## config.mk

```make
export PLATFORM = sky130hd
export DESIGN_NAME = bus_arb
export DESIGN_NICKNAME = d
export VERILOG_FILES = /design/src/rtl/bus_arb_pkg.sv /design/src/rtl/bus_arb.sv
export SDC_FILE = /design/constraint.sdc
export NUM_CORES = 1
export LEC_CHECK = 0
export BUFFER_PORTS_ARGS = -buffer_cell sky130_fd_sc_hd__buf_2
export CELL_PAD_IN_SITES_DETAIL_PLACEMENT = 1
export CELL_PAD_IN_SITES_GLOBAL_PLACEMENT = 1
export CORE_MARGIN = 5
export CORE_UTILIZATION = 23
export CTS_CLUSTER_SIZE = 14
export DETAILED_ROUTE_END_ITERATION = 8
export PLACE_DENSITY = 0.82
export SLEW_MARGIN = 20
export SYNTH_ARGS = -nofsm -noshare
export SYNTH_HDL_FRONTEND = slang
export SYNTH_SLANG_ARGS = --single-unit
```

## constraint.sdc

```tcl
create_clock -name clk_in -period 2.7 [get_ports clk_in]
set_clock_uncertainty 0.15 [all_clocks]
set_input_delay 0.81 -clock clk_in [delete_from_list [all_inputs] [get_ports clk_in]]
set_output_delay 0.81 -clock clk_in [all_outputs]
set_load 0.02 [all_outputs]
```

## src/rtl/bus_arb_pkg.sv

```systemverilog
// Shared NES bus definitions: bus owner codes, arbiter state codes, and the
// round-robin pick used when HCI and LDR request together.
// No logic of its own; imported by bus_arb.
package bus_arb_pkg;

  // Owner code as seen on owner_out; the top-level bus mux switches on it.
  typedef enum logic [1:0] {
    OWN_CPU  = 2'd0,
    OWN_HCI  = 2'd1,
    OWN_LDR  = 2'd2,
    OWN_NONE = 2'd3
  } owner_e;

  typedef enum logic [1:0] {
    ST_CPU_OWN = 2'd0,
    ST_STALL   = 2'd1,
    ST_DRAIN   = 2'd2,
    ST_GRANT   = 2'd3
  } state_e;

  // Drain counter width; covers DRAIN_CYC up to 15.
  localparam int unsigned DRAIN_W = 4;

  // On a tie, the winner is whichever requester was not granted last.
  function automatic owner_e rr_pick(input logic hci_req, input logic ldr_req,
                                     input owner_e last);
    owner_e w;
    w = OWN_NONE;
    if (hci_req && ldr_req) w = (last == OWN_HCI) ? OWN_LDR : OWN_HCI;
    else if (hci_req)       w = OWN_HCI;
    else if (ldr_req)       w = OWN_LDR;
    return w;
  endfunction

endpackage

```

## src/rtl/bus_arb.sv

```systemverilog
// Purpose: shares the cpumc bus between the rp2a03 CPU, the HCI debug host and the cartridge loader.
// Latency: a request seen in CPU_OWN with the CPU reading is granted 2+DRAIN_CYC cycles later.
// Backpressure: CPU is held off via cpu_rdy_out; a granted requester keeps the bus until it drops req.
//
// Ports:
//   clk_in, rst_in                      clock, synchronous active-high reset
//   cpu_a_in/cpu_r_nw_in/cpu_d_in       CPU bus request; cpu_rdy_out stalls the CPU
//   hci_req_in/hci_gnt_out, hci_*_in    debug host request/grant and bus request
//   ldr_req_in/ldr_gnt_out, ldr_*_in    cartridge loader request/grant and bus request
//   bus_a_out/bus_r_nw_out/bus_d_out    shared bus drive
//   owner_out                           0 CPU, 1 HCI, 2 LDR, 3 none (stall/drain)
module bus_arb
  import bus_arb_pkg::*;
#(
  parameter int unsigned DRAIN_CYC = 2  // 1..15
) (
  input  logic        clk_in,
  input  logic        rst_in,
  input  logic [15:0] cpu_a_in,
  input  logic        cpu_r_nw_in,
  input  logic [7:0]  cpu_d_in,
  output logic        cpu_rdy_out,
  input  logic        hci_req_in,
  output logic        hci_gnt_out,
  input  logic [15:0] hci_a_in,
  input  logic        hci_r_nw_in,
  input  logic [7:0]  hci_d_in,
  input  logic        ldr_req_in,
  output logic        ldr_gnt_out,
  input  logic [15:0] ldr_a_in,
  input  logic        ldr_r_nw_in,
  input  logic [7:0]  ldr_d_in,
  output logic [15:0] bus_a_out,
  output logic        bus_r_nw_out,
  output logic [7:0]  bus_d_out,
  output logic [1:0]  owner_out
);

  // The counter is loaded on DRAIN entry and DRAIN ends on the cycle it reads zero,
  // so loading DRAIN_CYC-1 gives exactly DRAIN_CYC drain cycles.
  localparam logic [DRAIN_W-1:0] DRAIN_LOAD = DRAIN_W'(DRAIN_CYC - 1);

  state_e             st_q, st_d;
  owner_e             own_q, own_d;
  owner_e             last_q, last_d;
  logic [DRAIN_W-1:0] cnt_q, cnt_d;
  logic               rdy_q, hci_gnt_q, ldr_gnt_q;

  owner_e winner;
  logic   win_req;

  assign winner  = rr_pick(hci_req_in, ldr_req_in, last_q);
  assign win_req = (own_q == OWN_HCI) ? hci_req_in : ldr_req_in;

  always_comb begin
    st_d   = st_q;
    own_d  = own_q;
    last_d = last_q;
    cnt_d  = cnt_q;
    unique case (st_q)
      ST_CPU_OWN: begin
        if (hci_req_in || ldr_req_in) begin
          st_d  = ST_STALL;
          own_d = OWN_NONE;
        end
      end
      // RDY only halts the 6502 on a read, so wait for one before draining.
      ST_STALL: begin
        if (cpu_r_nw_in) begin
          st_d  = ST_DRAIN;
          cnt_d = DRAIN_LOAD;
        end
      end
      // Arbitration is sampled only here; requests changing later do not move the grant.
      ST_DRAIN: begin
        if (cnt_q != '0) begin
          cnt_d = cnt_q - 4'd1;
        end else if (winner != OWN_NONE) begin
          st_d   = ST_GRANT;
          own_d  = winner;
          last_d = winner;
        end else begin
          st_d  = ST_CPU_OWN;
          own_d = OWN_CPU;
        end
      end
      // No pre-emption: only the owner releasing its request ends the grant.
      default: begin
        if (!win_req) begin
          st_d  = ST_DRAIN;
          own_d = OWN_NONE;
          cnt_d = DRAIN_LOAD;
        end
      end
    endcase
  end

  always_ff @(posedge clk_in) begin
    if (rst_in) begin
      st_q      <= ST_CPU_OWN;
      own_q     <= OWN_CPU;
      last_q    <= OWN_LDR;  // makes HCI the first tie winner
      cnt_q     <= '0;
      rdy_q     <= 1'b1;
      hci_gnt_q <= 1'b0;
      ldr_gnt_q <= 1'b0;
    end else begin
      st_q      <= st_d;
      own_q     <= own_d;
      last_q    <= last_d;
      cnt_q     <= cnt_d;
      rdy_q     <= (st_d == ST_CPU_OWN);
      hci_gnt_q <= (st_d == ST_GRANT) && (own_d == OWN_HCI);
      ldr_gnt_q <= (st_d == ST_GRANT) && (own_d == OWN_LDR);
    end
  end

  assign cpu_rdy_out = rdy_q;
  assign hci_gnt_out = hci_gnt_q;
  assign ldr_gnt_out = ldr_gnt_q;
  assign owner_out   = own_q;

  // With no owner the CPU address stays on the bus as a dummy read. While
  // still in STALL the CPU may be mid write sequence (it ignores RDY on
  // writes), so those writes pass through; once it reads, or in DRAIN, the
  // bus is forced to read with data zero.
  logic none_rnw;
  assign none_rnw = (st_q == ST_STALL) ? cpu_r_nw_in : 1'b1;

  always_comb begin
    bus_a_out    = cpu_a_in;
    bus_r_nw_out = cpu_r_nw_in;
    bus_d_out    = cpu_d_in;
    unique case (own_q)
      OWN_CPU: begin
        bus_a_out    = cpu_a_in;
      end
      OWN_HCI: begin
        bus_a_out    = hci_a_in;
        bus_r_nw_out = hci_r_nw_in;
        bus_d_out    = hci_d_in;
      end
      OWN_LDR: begin
        bus_a_out    = ldr_a_in;
        bus_r_nw_out = ldr_r_nw_in;
        bus_d_out    = ldr_d_in;
      end
      default: begin
        bus_r_nw_out = none_rnw;
        bus_d_out    = none_rnw ? 8'h00 : cpu_d_in;
      end
    endcase
  end

endmodule

```

== Word-level counts from Yosys, hierarchy flattened ==
Cells that the tools add are included.

* Input bits: 79
* Output and inout bits: 30
* Flip-flop bits (word level): 13
* Logic and storage cells: 57

* Bitwise gates (word level): 2
* Equality and inequality tests: 12
* Muxes and demuxes: 25
* Reduce and logical (&&, ||, !) cells: 10
* $add $sub $neg: 1

{| class="wikitable"
|+ Operator list
! operator !! number
|-
| case mux 16 bit (2 select lines) || 1
|-
| two-way mux 2 bit || 12
|-
| case mux 8 bit (3 select lines) || 1
|-
| two-way mux 4 bit || 3
|-
| case mux 2 bit (3 select lines) || 2
|-
| case mux 4 bit (3 select lines) || 1
|-
| equality test 2 x 1 -> 1 bit (second input constant) || 4
|-
| equality test 2 bit (second input constant) || 4
|-
| two-way mux 8 bit || 1
|-
| zero test 2 bit || 3
|-
| != test 2 bit (second input constant) || 3
|-
| AND reduction 4 bit || 1
|-
| nonzero test 4 bit || 1
|-
| subtractor 4 x 1 -> 4 bit (second input constant) || 1
|-
| logical AND 1 bit || 3
|-
| two-way mux 1 bit || 3
|-
| != test 3 x 1 -> 1 bit (second input constant) || 1
|-
| case mux 1 bit (3 select lines) || 1
|-
| AND reduction 3 bit || 1
|-
| NOT 1 bit || 2
|-
| logical OR 1 bit || 1
|}

== Longest topological paths before layout ==
* Depth after elaboration: 9
* Mapped depth: 8
* Gate-level depth less buffers: 7

== Worst setup path before layout ==
No wires, ideal clock.

* Kind: register to output
* From: register own_q[1] (netlist: owner_out[1])
* To: output port bus_a_out[10]
* Cell stages (with the launch flop): 6
* Setup slack: 43 ps
* Arrival time: 1697 ps
* Path through: dfxtp_1 -> ha_1 -> clkbuf_1 -> clkbuf_1 -> a22oi_1 -> a21oi_1

* Cells in the longest elaborated chain, start to end: 2
* Elaborated cells on any way between the ends: 3
* Those cells by class: eq/ne (2); mux (1)

{| class="wikitable"
|+ Ends and longest elaborated chain
! what !! line !! source
|-
| start: declaration || bus_arb.sv:44 || <nowiki>owner_e own_q, own_d;</nowiki>
|-
| start signal: assignment || bus_arb.sv:109 || <nowiki>own_q <= own_d;</nowiki>
|-
| equality test 2 bit or equality test 2 x 1 -> 1 bit (tied branches) || bus_arb.sv:134 || <nowiki>unique case (own_q)</nowiki>
|-
| case mux 16 bit (2 select lines) * || bus_arb.sv:134 ||
|-
| end: declaration || bus_arb.sv:33 || <nowiki>output logic [15:0] bus_a_out,</nowiki>
|}

Mark *: on every way between the ends. The rest lies on a longest branch, timed or not.

== Final worst setup path ==
* From: input port cpu_r_nw_in
* To: output port bus_d_out[4]

* Cells in the longest elaborated chain, start to end: 3

{| class="wikitable"
|+ Ends and longest elaborated chain
! what !! line !! source
|-
| start: declaration || bus_arb.sv:20 || <nowiki>input logic cpu_r_nw_in,</nowiki>
|-
| two-way mux 1 bit || bus_arb.sv:128 || <nowiki>assign none_rnw = (st_q == ST_STALL) ? cpu_r_nw_in : 1'b1;</nowiki>
|-
| two-way mux 8 bit || bus_arb.sv:150 || <nowiki>bus_d_out = none_rnw ? 8'h00 : cpu_d_in;</nowiki>
|-
| case mux 8 bit (3 select lines) || bus_arb.sv:134 ||
|-
| end: declaration || bus_arb.sv:35 || <nowiki>output logic [7:0] bus_d_out,</nowiki>
|}

Every way passes these cells.

==> reports/metrics.yaml <==
grt:
  grt_max_degree: 33
  grt_pass1_wl_mm: 7.20
  grt_use_total_pct: 13.6
  first_global_vias: 1550
  antenna_found_initial: 0
  overflow: 0
clock_network:
  holdBufCountCts: 0
  ctsRootBufferMaster: "clkbuf_8"
  clock_sinks: 13
  clk_path_buf_depth: 2
  htreeDepth: 1
  numCtsBuffers: 3
  cts_tree: "built"
  clkSlewWorstSetupHoldPaths_ns: 0.05
  clock_latency_ns: 0.25
critical_path:
  end_kind: "output port"
  crit_family: "buffers and inverters"
  cp-start-kind: "input pin"
  cp.required_ns: 1.74
  max_stage_delay_ns: 0.23
  path_class: "input pin to output port"
  path_buf_inv: 2
  cp_common_cell: "buf_2"
  slowest_stage: "mux2_4"
  worstPathCellList: "buf_2 -> nor2b_1 -> mux2_4 -> nand2_1 -> o21ai_1 -> buf_2"
  path_max_fanout: 8
  crit_arrival_ns: 1.63
layout:
  antenna_cells: 0
  syn2layout_area_growth_pct: 59.0
  final_cell_mix: "buf_2, nor2_1, a22oi_1, a21oi_1, o21ai_1"
  final_common_cell: "buf_2"
  fin_nets: 359
  drive_above_1_share_pct: 47.4
synth:
  synth.avg_cell_area_um2: 7.10
  syn_nets: 251
  yosysTopAreaCell: "dfxtp_1"
  synthTopCellsByArea: "dfxtp_1, a22oi_1, nor2_1, a21oi_1, ha_1"
  yosysSeqAreaShare_pct: 21.9
  synthCells: 167
  synth-warning-count: 0
  ys_seq_elements: 13
  synth_top_area_share_pct: 21.9
  netlist_area_mm2: 0.00119
  synth.distinct_cells: 34
power_and_ir_drop:
  leakagePower_uw: 0.000903
  total_power_uw: 1100
  p_per_area_mw_per_mm2: 581
  vdd_ir_drop_max_mv: 0.271
outcome:
  status: "finished clean"
floorplan:
  die_h_um: 81.8
  start_util_pct: 23.5
  fp.coreArea_mm2: 0.00504
  rows: 26
  dieWidth_um: 81.8
  io_pins: 109
  die-area_mm2: 0.00669
sta:
  min_period_ns: 2.59
  rsz0062_at_grt: "false"
  slew_headroom_pct: 71.1
  hold_violations: 0
  finalSetupViolations: 0
  drv_slew: 0
  final.setup.tns_ns: 0
  fin_crit_sh_pct: 96.1
  fmax_ghz: 0.386
  tightest_slew_ns: 0.433
placement:
  dp_hpwl_mm: 4.15
  routabilityCongestion: 0.771
  port_buffers: 108
route:
  ant_nets: 0
  drc: 0
  vias_per_cell: 4.77
  route.detailed.wl_per_inst_um: 14.3
  drt_iter0_drc: 52
  via_count: 1641
  first_pass_iters: 4
  totalWireLength_mm: 4.90
run:
  cap_violations: 0
worst_hold_path:
  holdCritPathClass: "flip-flop to flip-flop"
==> final timing paths <==
path,from,endpoint,slack (ns),depth (start not counted)
setup / recovery,cpu_r_nw_in,bus_d_out[4],0.11,6
hold / removal,last_q[1]$_SDFFE_PP1P_,last_q[1]$_SDFFE_PP1P_,0.33,2
setup reg to reg,cnt_q[0]$_SDFFE_PP0P_,ldr_gnt_out$_SDFF_PP0_,0.66,7
hold reg to reg,last_q[1]$_SDFFE_PP1P_,last_q[1]$_SDFFE_PP1P_,0.33,2
==> state kept, by name (all words and copies together) (netlist names) <==
register and cells:
cnt_q 4, cpu_rdy_out 1, hci_gnt_out 1, last_q 2, ldr_gnt_out 1, owner_out 2
st_q 2
==> per-layer routing <==
metal	GRT usage (%)	vias up	part of all wire, %
met4	4.82	0	1.2
met1	15.2	760	38
met2	25.0	45	54
met3	2.96	5	7.6
met5	0	-	0
li1	-	831	-
==> report_power, final <==
part           internal [uW]  switching, uW
clock network            104           67.6
registers                207           18.5
logic                    274            424
total                    585            510
==> metrics by stage <==
step | cells | hold slack, ns | cell area (um2) | util [%] | setup WS, ns
global route | 344 | 0.367 | 1890 | 37.4 | 0.00289
global placement | 340 | 0.306 | 1830 | 36.3 | 0.0840
CTS | 344 | 0.342 | 1880 | 37.2 | 0.00311
finish | 344 | 0.329 | 1890 | 37.4 | 0.107
floorplan | 167 | 0.286 | 1190 | - | 0.0430
detailed placement | 340 | 0.328 | 1830 | 36.3 | 0.0330
==> worst reg2reg max path: cells and delay by family (launching register included) <==
family | cells | cell delay [ns]
buffers and inverters | 1 | 0.07
AOI/OAI and AO/OA | 1 | 0.22
DFF | 1 | 0.33
adders and majority gates | 1 | 0.22
and+or+nand+nor | 4 | 1.00
==> cell families (layout without fill, tap and decap cells) <==
kind of cell / after synthesis / in the layout / share of synthesized area [%]
AOI/OAI and AO/OA: 68 / 68 / 37.0
buffers and inverters: 15 / 122 / 4.85
and+or+nand+nor: 62 / 62 / 27.4
adders and majority gates: 5 / 5 / 5.27
muxes: 4 / 4 / 3.48
DFF: 13 / 13 / 21.9
==> area by class of cell <==
class	instances	area, um2
Inverter	4	15.0
Tap cell	70	87.6
Timing Repair Buffer	114	602
Fill cell	684	3160
Sequential cell	13	264
Clock buffer	4	45.0
Multi-Input combinational cell	139	872
==> synth_stat cells <==
| cell type | number |
|---|---|
| nor3b_1 | 2 |
| mux2i_1 | 3 |
| nand3b_1 | 3 |
| clkbuf_1 | 8 |
| nand2b_4 | 1 |
| buf_2 | 1 |
| nor2b_1 | 4 |
| or3b_4 | 1 |
| nand2_1 | 10 |
| a31oi_1 | 1 |
| inv_1 | 4 |
| a41oi_1 | 1 |
| a21oi_1 | 20 |
| or2_1 | 1 |
| nand3_1 | 1 |
| and3_1 | 1 |
| o21ai_1 | 12 |
| buf_1 | 2 |
| nand2b_1 | 2 |
| mux2_2 | 1 |
| o21ai_0 | 1 |
| nor2_1 | 28 |
| nand2_2 | 3 |
| dfxtp_1 | 13 |
| nor4_2 | 1 |
| nor3_1 | 3 |
| a41oi_2 | 1 |
| nor3b_4 | 1 |
| a211oi_1 | 2 |
| a22oi_1 | 26 |
| a21o_1 | 2 |
| o32ai_1 | 1 |
| a21oi_2 | 1 |
| ha_1 | 5 |
==> repair_timing <==
item,4_1_cts,5_1_grt
setup buffers,0,0
setup endpoints to repair,1,25
resized for setup,1,4
(Power assumes the default switching activity.)
